--- config.mk ---
export PLATFORM = sky130hd
export DESIGN_NAME = parking_lot_controller
export DESIGN_NICKNAME = d
export VERILOG_FILES = /design/src/rtl/parking_lot_controller.sv
export SDC_FILE = /design/constraint.sdc
export NUM_CORES = 1
export LEC_CHECK = 0
export ABC_AREA = 1
export CORE_UTILIZATION = 25
export CTS_CLUSTER_DIAMETER = 30
export DETAILED_ROUTE_END_ITERATION = 6
export SLEW_MARGIN = 15
export SYNTH_ARGS = -nofsm -noshare
export SYNTH_HDL_FRONTEND = slang
export SYNTH_SLANG_ARGS = --single-unit
--- constraint.sdc ---
create_clock -name clk -period 4.5 [get_ports clk]
set_input_delay 0.45 -clock clk [delete_from_list [all_inputs] [get_ports clk]]
set_output_delay 0.45 -clock clk [all_outputs]
set_load 0.02 [all_outputs]
--- src/rtl/parking_lot_controller.sv ---
// parking_lot_controller: 4-spot occupancy keeper and entry-gate sequencer.
// Entry assigns the lowest free spot and opens the gate for GATE_CYCLES cycles.
module parking_lot_controller #(
  parameter int GATE_CYCLES = 4
) (
  input  logic       clk,
  input  logic       rst,
  input  logic       enter_req,
  input  logic       exit_req,
  input  logic [3:0] exit_spot,
  output logic [3:0] state,
  output logic [3:0] next_spot,
  output logic [2:0] free_count,
  output logic       full,
  output logic       busy,
  output logic       entry_gate,
  output logic       assign_valid,
  output logic [3:0] assigned_spot,
  output logic       err_full,
  output logic       err_exit
);

  typedef enum logic {
    IDLE = 1'b0,
    GATE = 1'b1
  } fsm_e;

  localparam logic [3:0] GATE_LOAD = 4'(GATE_CYCLES - 1);

  fsm_e       fsm_q;
  logic [3:0] cnt_q;
  logic [3:0] state_q, state_d;
  logic       assign_valid_q;
  logic [3:0] assigned_spot_q;
  logic       err_full_q;
  logic       err_exit_q;

  logic       admit;
  logic       exit_ok;
  logic [3:0] set_mask;
  logic [3:0] exit_mask;
  logic [3:0] clr_mask;

  // Spot number (1..4) to one-hot state bit; anything else maps to no bit.
  function automatic logic [3:0] spot_mask(input logic [3:0] spot);
    logic [3:0] m;
    m = 4'b0000;
    unique case (spot)
      4'd1:    m = 4'b0001;
      4'd2:    m = 4'b0010;
      4'd3:    m = 4'b0100;
      4'd4:    m = 4'b1000;
      default: m = 4'b0000;
    endcase
    return m;
  endfunction

  // Lowest-numbered free spot, spot 1 has priority; 0 when the lot is full.
  always_comb begin
    next_spot = 4'd0;
    priority case (1'b1)
      !state_q[0]: next_spot = 4'd1;
      !state_q[1]: next_spot = 4'd2;
      !state_q[2]: next_spot = 4'd3;
      !state_q[3]: next_spot = 4'd4;
      default:     next_spot = 4'd0;
    endcase
  end

  assign free_count = 3'(!state_q[0]) + 3'(!state_q[1])
                    + 3'(!state_q[2]) + 3'(!state_q[3]);
  assign full       = &state_q;

  // Entry and exit both decide from the pre-edge occupancy, so the bit an
  // admission sets is always free and the bit an exit clears is always taken.
  always_comb begin
    admit     = (fsm_q == IDLE) && enter_req && !full;
    set_mask  = admit ? spot_mask(next_spot) : 4'b0000;
    exit_mask = spot_mask(exit_spot);
    exit_ok   = exit_req && ((exit_mask & state_q) != 4'b0000);
    clr_mask  = exit_ok ? exit_mask : 4'b0000;
    state_d   = (state_q & ~clr_mask) | set_mask;
  end

  // Occupancy register and the exit-error flag.
  always_ff @(posedge clk) begin
    if (rst) begin
      state_q    <= 4'b0000;
      err_exit_q <= 1'b0;
    end else begin
      state_q    <= state_d;
      err_exit_q <= exit_req && !exit_ok;
    end
  end

  // Entry FSM with gate counter and registered admission/refusal outputs.
  always_ff @(posedge clk) begin
    if (rst) begin
      fsm_q           <= IDLE;
      cnt_q           <= 4'd0;
      assign_valid_q  <= 1'b0;
      assigned_spot_q <= 4'd0;
      err_full_q      <= 1'b0;
    end else begin
      assign_valid_q <= 1'b0;
      err_full_q     <= 1'b0;
      unique case (fsm_q)
        IDLE: begin
          if (enter_req) begin
            if (full) begin
              err_full_q <= 1'b1;
            end else begin
              assigned_spot_q <= next_spot;
              assign_valid_q  <= 1'b1;
              cnt_q           <= GATE_LOAD;
              fsm_q           <= GATE;
            end
          end
        end
        GATE: begin
          if (cnt_q == 4'd0) begin
            fsm_q <= IDLE;
          end else begin
            cnt_q <= cnt_q - 4'd1;
          end
        end
        default: fsm_q <= IDLE;
      endcase
    end
  end

  assign state         = state_q;
  assign busy          = (fsm_q == GATE);
  assign entry_gate    = (fsm_q == GATE);
  assign assign_valid  = assign_valid_q;
  assign assigned_spot = assigned_spot_q;
  assign err_full      = err_full_q;
  assign err_exit      = err_exit_q;

endmodule

==> impl_metrics.csv, run 1 <==
group,metric,value,unit
global_routing,grt_max_degree,14,
synthesis,ys_types,20,
layout,area_growth_syn_to_layout,39.03,%
cts,cts_setup_buffers,0,
synthesis,yosys.area.top_type,"dfxtp_1",
cts,clock_sinks,15,
cts,ctsHtreeMaxLevel,1,
cts,cts_root_buf,"clkbuf_4",
synthesis,avgSynthCellArea,7.183,sq um
cts,cts_tree,"done",
cts,clk_pin_slew,80,ps
synthesis,yosys.area_share.simple,25.32,%
power,power_density,313.9,mW/mm^2
global_routing,grt_pass1_wl,3001,um
cts,post_cts_resized,0,
route,wl_per_cell,10.12,um
route,vias,749,
route,drt_iter0_markers,12,
route,dr.pass1.iters,7,
route,vias_per_cell,4.512,
cts,cts_hold_buf,0,
layout,layout.cells.most_common,"clkdlybuf4s50_1",
global_routing,first_global_vias,669,
floorplan,die_w,57.71,um
synthesis,seq_area_frac_synth,38.71,%
hold_path,worstHoldPathType,"reg2reg",
critical_path,start_kind,"flop",
status,violations,"design-rule violations",
critical_path,path_max_fanout,6,
critical_path,cp_top_family,"adder cells",
layout,final_cell_mix,"26 x clkdlybuf4s50_1, 20 x inv_1, 19 x nand2_1",
critical_path,crit_slowest_cell,"clkdlybuf4s50_1",
placed_design,dpl.hpwl,1327,um
layout,layout.nets,149,
route,drc,1,
synthesis,synthXorXnorAreaFrac,1.129,%
cts,worstSkewPairLatency,280,ps
critical_path,rr_startpoint,"state[1]",
synthesis,ys_ff_latch,15,
route,wl,1680,um
sta,tns,0,ps
floorplan,core,0.002853,sq mm
critical_path,arrival,2310,ps
floorplan,num_rows,19,
critical_path,path_cells,"fa_1 > inv_1 > ha_1 > ha_1 > clkdlybuf4s50_1",
status,outcome,"complete, but fails checks",
hold_path,min_path_cells,2,
sta,clock_skew,2.793,ps
critical_path,required,4050,ps
sta,period_share,61.37,%
critical_path,cp-end-kind,"primary output",
sta,fmax,0.3621,GHz
synthesis,synthesis.area,775.7,sq um
layout,n_antenna_cell,0,
critical_path,rrSetupSlack,3030,ps
critical_path,critPathBufInv,2,
layout,nFillCells,297,
power,power.static_leakage,0.4833,nW
placed_design,port-buffer-count,26,
floorplan,die-height,57.71,um
power,p_total,338.6,uW
global_routing,track_usage,11.91,%
global_routing,antenna_found_initial,0,
floorplan,ios,29,
hold_path,min_to,"cnt_q[3]",
layout,drive_gt1_share,6.667,%
cts,numCtsBuffers,3,
sta,period_minus_slack,2762,ps
critical_path,rr_worst_depth,6,
synthesis,ys_warn_count,0,
route,ant_nets,0,
placed_design,gp_congestion,0.8400,
flow_run,drv_cap,0,
sta,rsz0062_at_grt,"no",
synthesis,synthMuxAreaShare,0,%
synthesis,synth_cells,108,
sta,setup_viol,0,
sta,finalHoldViolations,0,
critical_path,crit_top_cell,"ha_1",
synthesis,yosysTopAreaCellShare,38.71,%
cts,cts_buffer_depth,2,
synthesis,synth_top_family_by_area,"simple AND/OR/NAND/NOR gates",
sta,slew_viol_final,0,
synthesis,synth_adder_area_share,9.032,%
power,ir_drop,0.2051,mV
synthesis,synth_compound_area_share,11.29,%
critical_path,path_class,"reg2out",
floorplan,start_util,27.19,%
critical_path,r2r-end,"state[0]",
synthesis,synth_area_leaders,"dfxtp_1 39%, inv_1 9.7%, nand2_1 9.2%",
global_routing,grt-ovfl-total,0,
critical_path,critPathMaxStageDelay,590,ps
hold_path,worstHoldStart,"cnt_q[3]",
floorplan,die_area,0.003330,sq mm
-- worst reg2reg max path, stage by stage (launching register included) --
cell and delay [ps]:
dfxtp_1 470, ha_1 200, nand3_1 150, nand2_2 170, inv_1 130, o221ai_1 190
inv_1 60
-- sequential cells by signal (all words and copies together), names as in the netlist --
name / cells
err_exit: 1
cnt_q: 4
state: 4
busy: 1
assigned_spot: 3
err_full: 1
assign_valid: 1
-- synthesized netlist by cell type --
cell type  instances
a21oi_1           10
a221oi_1           1
buf_4              3
clkbuf_1           1
conb_1             1
dfxtp_1           15
fa_1               1
ha_1               4
inv_1             20
inv_2              2
nand2_1           19
nand2_2            3
nand3_1           10
nor2_1             8
nor3_1             2
nor3_2             1
nor4_1             1
o21ai_0            4
o221ai_1           1
xor2_1             1
-- layout make-up --
class	instances	area, sq um	share of cell area [%]
clock buffer	4	26.28	2.436
inverter	22	82.58	7.657
multi-input combinational	68	370.4	34.34
sequential	15	300.3	27.84
tap	31	38.79	3.596
timing repair buffer	26	260.3	24.13
-- power breakdown --
| group | internal [mW] | switching [mW] |
|---|---|---|
| Clock | 0.0344 | 0.0415 |
| Combinational | 0.0506 | 0.0616 |
| Sequential | 0.143 | 0.00799 |
-- cells by family after synthesis --
kind of cell | Yosys count
AND/OR/NAND/NOR | 44
AO/OA/AOI/OAI | 16
buffers and inverters | 26
XOR/XNOR | 1
flip-flops | 15
adder cells (fa/ha/maj) | 5
other | 1
-- routing by layer --
layer | GRT usage [%] | vias to the layer above | part of all wire [%]
met2 | 17.77 | 23 | 44
met5 | 0 | - | 0
met3 | 4.241 | 4 | 5.5
met4 | 5.782 | 0 | 2.3
met1 | 15.29 | 331 | 48
li1 | - | 391 | -
-- metrics by stage --
stage	instances	setup WS [ps]	cell area [sq um]	util, %	hold slack, ps
after floorplan	109	2512	779.5	-	443.5
after global placement	162	2087	1052	36.89	457.0
after detailed placement	162	2044	1052	36.89	462.9
after CTS	166	1719	1079	37.81	478.8
after global routing	166	1619	1079	37.81	494.2
final	166	1738	1079	37.81	470.9
-- how the worst max path moves through the flow --
stage	cells after the start	slack, ps	startpoint	end
floorplan	4	2510	state[0]	free_count[1]
global placement	5	2090	state[0]	free_count[1]
detailed placement	5	2040	state[0]	free_count[1]
CTS	5	1720	state[0]	free_count[1]
global route	5	1620	state[0]	free_count[1]
finish	5	1740	state[0]	free_count[1]
Note: power is estimated with default switching activity, not from simulation.
==> run 2: changes to the inputs <==
==> constraint.sdc (replaced) <==
create_clock -name clk -period 2.85 [get_ports clk]
set_input_delay 0.285 -clock clk [delete_from_list [all_inputs] [get_ports clk]]
set_output_delay 0.285 -clock clk [all_outputs]
set_load 0.02 [all_outputs]
==> impl_metrics.csv, run 2 (synthesis gave the netlist of run 1 again) <==
group,metric,value,unit
power,p_int,359.3,uW
layout,layout.cells.most_common,"clkdlybuf4s50_1",
sta,setup_viol,0,
critical_path,arrival,2300,ps
power,power.static_leakage,0.4833,nW
cts,cts_hold_buf,0,
cts,cts_buffer_depth,2,
global_routing,grt_max_degree,14,
power,ir_drop,0.1770,mV
sta,slew_viol_final,0,
floorplan,num_rows,19,
route,met2WireLength,815,um
route,vias,751,
sta,setup_slack,260.5,ps
power,combPwrFrac,33.1,%
floorplan,die_w,57.71,um
layout,layout.nets,149,
flow_run,drv_cap,0,
layout,fin_area,0.001079,sq mm
status,violations,"design-rule violations",
critical_path,r2r-end,"state[0]",
critical_path,rrSetupSlack,1360,ps
cts,worstSkewPairLatency,280,ps
route,vias_per_cell,4.524,
sta,clock_skew,1.678,ps
critical_path,path_max_fanout,6,
cts,cts_tree,"done",
route,drt_iter0_markers,14,
sta,tns,0,ps
floorplan,die-height,57.71,um
sta,period_minus_slack,2590,ps
layout,final_cell_mix,"26 x clkdlybuf4s50_1, 20 x inv_1, 19 x nand2_1",
floorplan,die_area,0.003330,sq mm
sta,fmax,0.3862,GHz
placed_design,post_dp_cell_area,0.001052,sq mm
route,wl_met1,805,um
hold_path,min_path_cells,2,
critical_path,cp-end-kind,"primary output",
placed_design,gp_congestion,0.8401,
layout,area_growth_syn_to_layout,39.03,%
power,clockPowerShare,22.5,%
critical_path,rr_worst_depth,6,
hold_path,worstHoldPathType,"reg2reg",
route,wl,1711,um
global_routing,track_usage,11.22,%
status,outcome,"complete, but fails checks",
cts,post_cts_resized,0,
sta,period_share,90.86,%
route,drc,1,
floorplan,start_util,27.19,%
power,p_switching,176.3,uW
cts,cts_root_buf,"clkbuf_4",
layout,final_core_util,37.81,%
critical_path,required,2570,ps
sta,rsz0062_at_grt,"no",
sta,finalHoldViolations,0,
power,power_density,496.5,mW/mm^2
route,dr.pass1.iters,7,
cts,numCtsBuffers,3,
layout,drive_gt1_share,6.667,%
global_routing,grt-ovfl-total,0,
cts,cts_setup_buffers,0,
power,seqPwrFrac,44.4,%
floorplan,ios,29,
hold_path,min_to,"cnt_q[3]",
cts,clk_pin_slew,90,ps
route,routed.top_layer,"met4",
critical_path,start_kind,"flop",
critical_path,rr_startpoint,"state[1]",
power,p_sw_share,32.92,%
hold_path,worstHoldStart,"cnt_q[3]",
global_routing,first_global_vias,672,
placed_design,pre_cts_slack,558.6,ps
route,ant_nets,0,
placed_design,port-buffer-count,26,
route,wl_per_cell,10.31,um
global_routing,grt_pass1_wl,2870,um
cts,ctsHtreeMaxLevel,1,
critical_path,path_class,"reg2out",
cts,clock_sinks,15,
placed_design,dpl.hpwl,1322,um
global_routing,antenna_found_initial,0,
layout,n_antenna_cell,0,
floorplan,core,0.002853,sq mm
power,p_total,535.5,uW
route,wl_met3,74,um
==> run 2: cell counts in the layout (fill, tap and decap cells not counted) <==
No cell type changed its count.
==> run 2: metal layers <==
metal	vias to the layer above	global-route usage, %
met5	-	0
met4	0	8.163
met3	2	1.563
met2	19	17.77
met1	342	13.95
li1	388	-
==> run 2: stage by stage <==
stage / hold slack (ps) / std cells
after global routing: 493.3 / 166
after CTS: 478.1 / 166
after global placement: 457.0 / 162
after floorplan: 363.0 / 109
final: 472.6 / 166
after detailed placement: 462.9 / 162
==> run 2: how the worst max path moves through the flow <==
stage	from	end	slack, ps	cells past startpoint
finish	state[0]	free_count[1]	260	5
global route	state[0]	free_count[1]	150	5
CTS	state[0]	free_count[1]	230	5
global placement	state[0]	free_count[1]	600	5
floorplan	state[0]	free_count[1]	1030	4
detailed placement	state[0]	free_count[1]	560	5
==> run 2: area by class of cell <==
type | count | area, sq um
fill | 301 | 1774
multi-input combinational | 68 | 370.4
tap | 31 | 38.79
timing repair buffer | 26 | 260.3
inverter | 22 | 82.58
clock buffer | 4 | 26.28
sequential | 15 | 300.3
==> run 2: worst max-delay path, cell delays in order, from the launching register on <==
cell and delay [ps]:
dfxtp_1 380, fa_1 560, inv_1 40, ha_1 180
ha_1 270, clkdlybuf4s50_1 590
==> run 2: power by group through the flow <==
stage	sequential (mW)	combinational (mW)	clock, mW
after floorplan	0.253	0.0979	0
after global placement	0.242	0.175	0
after detailed placement	0.243	0.178	0
after CTS	0.238	0.179	0.128
after global routing	0.241	0.196	0.134
final	0.238	0.177	0.121
==> run 3: changes to the inputs <==
--- a/config.mk
+++ b/config.mk
@@ -9,6 +9,7 @@
 export CORE_UTILIZATION = 25
 export CTS_CLUSTER_DIAMETER = 30
 export DETAILED_ROUTE_END_ITERATION = 6
+export MAX_ROUTING_LAYER = met4
 export SLEW_MARGIN = 15
 export SYNTH_ARGS = -nofsm -noshare
 export SYNTH_HDL_FRONTEND = slang
==> constraint.sdc (replaced) <==
create_clock -name clk -period 2.3 [get_ports clk]
set_input_delay 0.23 -clock clk [delete_from_list [all_inputs] [get_ports clk]]
set_output_delay 0.23 -clock clk [all_outputs]
set_load 0.02 [all_outputs]
==> impl_metrics.csv, run 3 (synthesis gave the netlist of run 1 again) <==
group,metric,value,unit
status,outcome,"complete, but fails checks",
status,violations,"design-rule violations",
route,wl,1712,um
placed_design,port-buffer-count,26,
critical_path,crit_cells,5,
critical_path,path_cells,"fa_1 > inv_1 > ha_1 > ha_1 > dlygate4sd2_1",
placed_design,dpl.hpwl,1327,um
floorplan,ios,29,
sta,tns,0,ps
power,power_density,598.0,mW/mm^2
layout,final_cell_mix,"23 x clkdlybuf4s50_1, 20 x inv_1, 19 x nand2_1",
critical_path,rr_worst_depth,7,
floorplan,die-height,57.71,um
critical_path,cp-endpoint,"free_count[1]",
power,combPwrFrac,33.9,%
sta,fmax,0.4630,GHz
cts,cts_buffer_depth,2,
route,vias,748,
sta,slew_viol_final,0,
power,seqPwrFrac,43.9,%
cts,cts_setup_buffers,0,
route,met2WireLength,770,um
layout,layout.nets,152,
hold_path,worstHoldPathType,"reg2reg",
sta,period_share,93.90,%
sta,setup_viol,0,
sta,rsz0062_at_grt,"no",
route,wl_per_cell,10.13,um
critical_path,cp-end-kind,"primary output",
cts,numCtsBuffers,3,
route,vias_per_cell,4.426,
cts,cts_hold_buf,0,
cts,ctsHtreeMaxLevel,1,
critical_path,critPathMaxStageDelay,530,ps
critical_path,critPathBufInv,2,
cts,clk_pin_slew,90,ps
floorplan,die_w,57.71,um
route,wl_met1,858,um
critical_path,path_max_fanout,2,
floorplan,num_rows,19,
power,p_sw_share,32.89,%
flow_run,drv_cap,0,
global_routing,grt-ovfl-total,0,
layout,area_growth_syn_to_layout,42.42,%
power,p_switching,217.3,uW
route,wl_met3,82,um
critical_path,required,2070,ps
floorplan,core,0.002853,sq mm
global_routing,antenna_found_initial,0,
critical_path,rrSetupSlack,810,ps
critical_path,path_class,"reg2out",
power,ir_drop,0.2838,mV
global_routing,grt_pass1_wl,2960,um
cts,worstSkewPairLatency,270,ps
cts,cts_tree,"done",
critical_path,startpoint,"state[0]",
global_routing,first_global_vias,691,
sta,clock_skew,3.508,ps
floorplan,die_area,0.003330,sq mm
global_routing,track_usage,11.42,%
critical_path,arrival,1930,ps
power,clockPowerShare,22.2,%
power,p_int,443.4,uW
route,dr.pass1.iters,6,
cts,post_cts_resized,1,
placed_design,gp_congestion,0.8089,
layout,drive_gt1_share,8.696,%
critical_path,r2r-end,"cnt_q[1]",
critical_path,start_kind,"flop",
layout,n_antenna_cell,0,
route,routed.top_layer,"met3",
global_routing,grt_max_degree,14,
layout,layout.cells.most_common,"clkdlybuf4s50_1",
route,drt_iter0_markers,23,
floorplan,start_util,27.19,%
critical_path,crit_slowest_cell,"fa_1",
power,p_total,660.7,uW
route,ant_nets,0,
power,power.static_leakage,0.5205,nW
critical_path,crit_top_cell,"ha_1",
critical_path,cp_top_family,"adder cells",
critical_path,rr_startpoint,"state[0]",
sta,period_minus_slack,2160,ps
route,drc,1,
cts,clock_sinks,15,
cts,cts_root_buf,"clkbuf_4",
sta,finalHoldViolations,0,
## run 3: cell types whose count changed in the layout (fill, tap and decap cells not counted), sizes merged
cell and delta:
clkdlybuf4s50 -3, dlygate4sd2 +1, dlymetal6s2s +2, buf +3
## run 3: worst reg2reg max path, cell delays in order (launching register included)
cell and delay, ps:
dfxtp_1 330, buf_4 160, ha_1 190, nand3_1 140, nand2_2 130, nand2_1 140, inv_2 70, a221oi_1 240
## run 3: power by group through the flow
| stage | clock network, mW | logic (mW) | registers [mW] |
|---|---|---|---|
| 2_1_floorplan | 0 | 0.121 | 0.313 |
| 3_3_place_gp | 0 | 0.227 | 0.296 |
| 3_5_place_dp | 0 | 0.229 | 0.296 |
| 4_1_cts | 0.157 | 0.227 | 0.290 |
| 5_1_grt | 0.172 | 0.247 | 0.293 |
| 6_report | 0.147 | 0.224 | 0.290 |
## run 3: through the flow
stage               cells  area, sq um  hold WS, ps  worst slack [ps]  util [%]
finish                169         1105        467.9             140.2     38.73
global route          169         1105        497.3             41.73     38.73
global placement      165         1075        455.1             176.3     37.68
CTS                   169         1100        472.3            0.9772     38.55
floorplan             109        779.5        308.0             532.3         -
detailed placement    165         1075        458.5             150.9     37.68
## run 3: layout make-up
class / instances / area (sq um)
clock buffers: 4 / 26.28
fillers: 300 / 1748
inverters: 22 / 82.58
multi-input cells: 68 / 370.4
flip-flops and latches: 15 / 300.3
well taps: 31 / 38.79
repair buffers: 29 / 286.5
## run 3: how the worst min path moves through the flow
stage | start | to | slack [ps] | cells past startpoint
6_report | cnt_q[3] | cnt_q[3] | 470 | 2
5_1_grt | assigned_spot[1] | assigned_spot[1] | 500 | 2
4_1_cts | cnt_q[3] | cnt_q[3] | 470 | 2
3_5_place_dp | cnt_q[3] | cnt_q[3] | 460 | 2
3_3_place_gp | cnt_q[3] | cnt_q[3] | 460 | 2
2_1_floorplan | rst | err_full | 310 | 1
## run 3: per-layer routing
layer / vias up / track usage, %
met4: 0 / 3.061
met3: 0 / 2.009
li1: 397 / -
met2: 19 / 16.94
met5: - / -
met1: 332 / 16.07
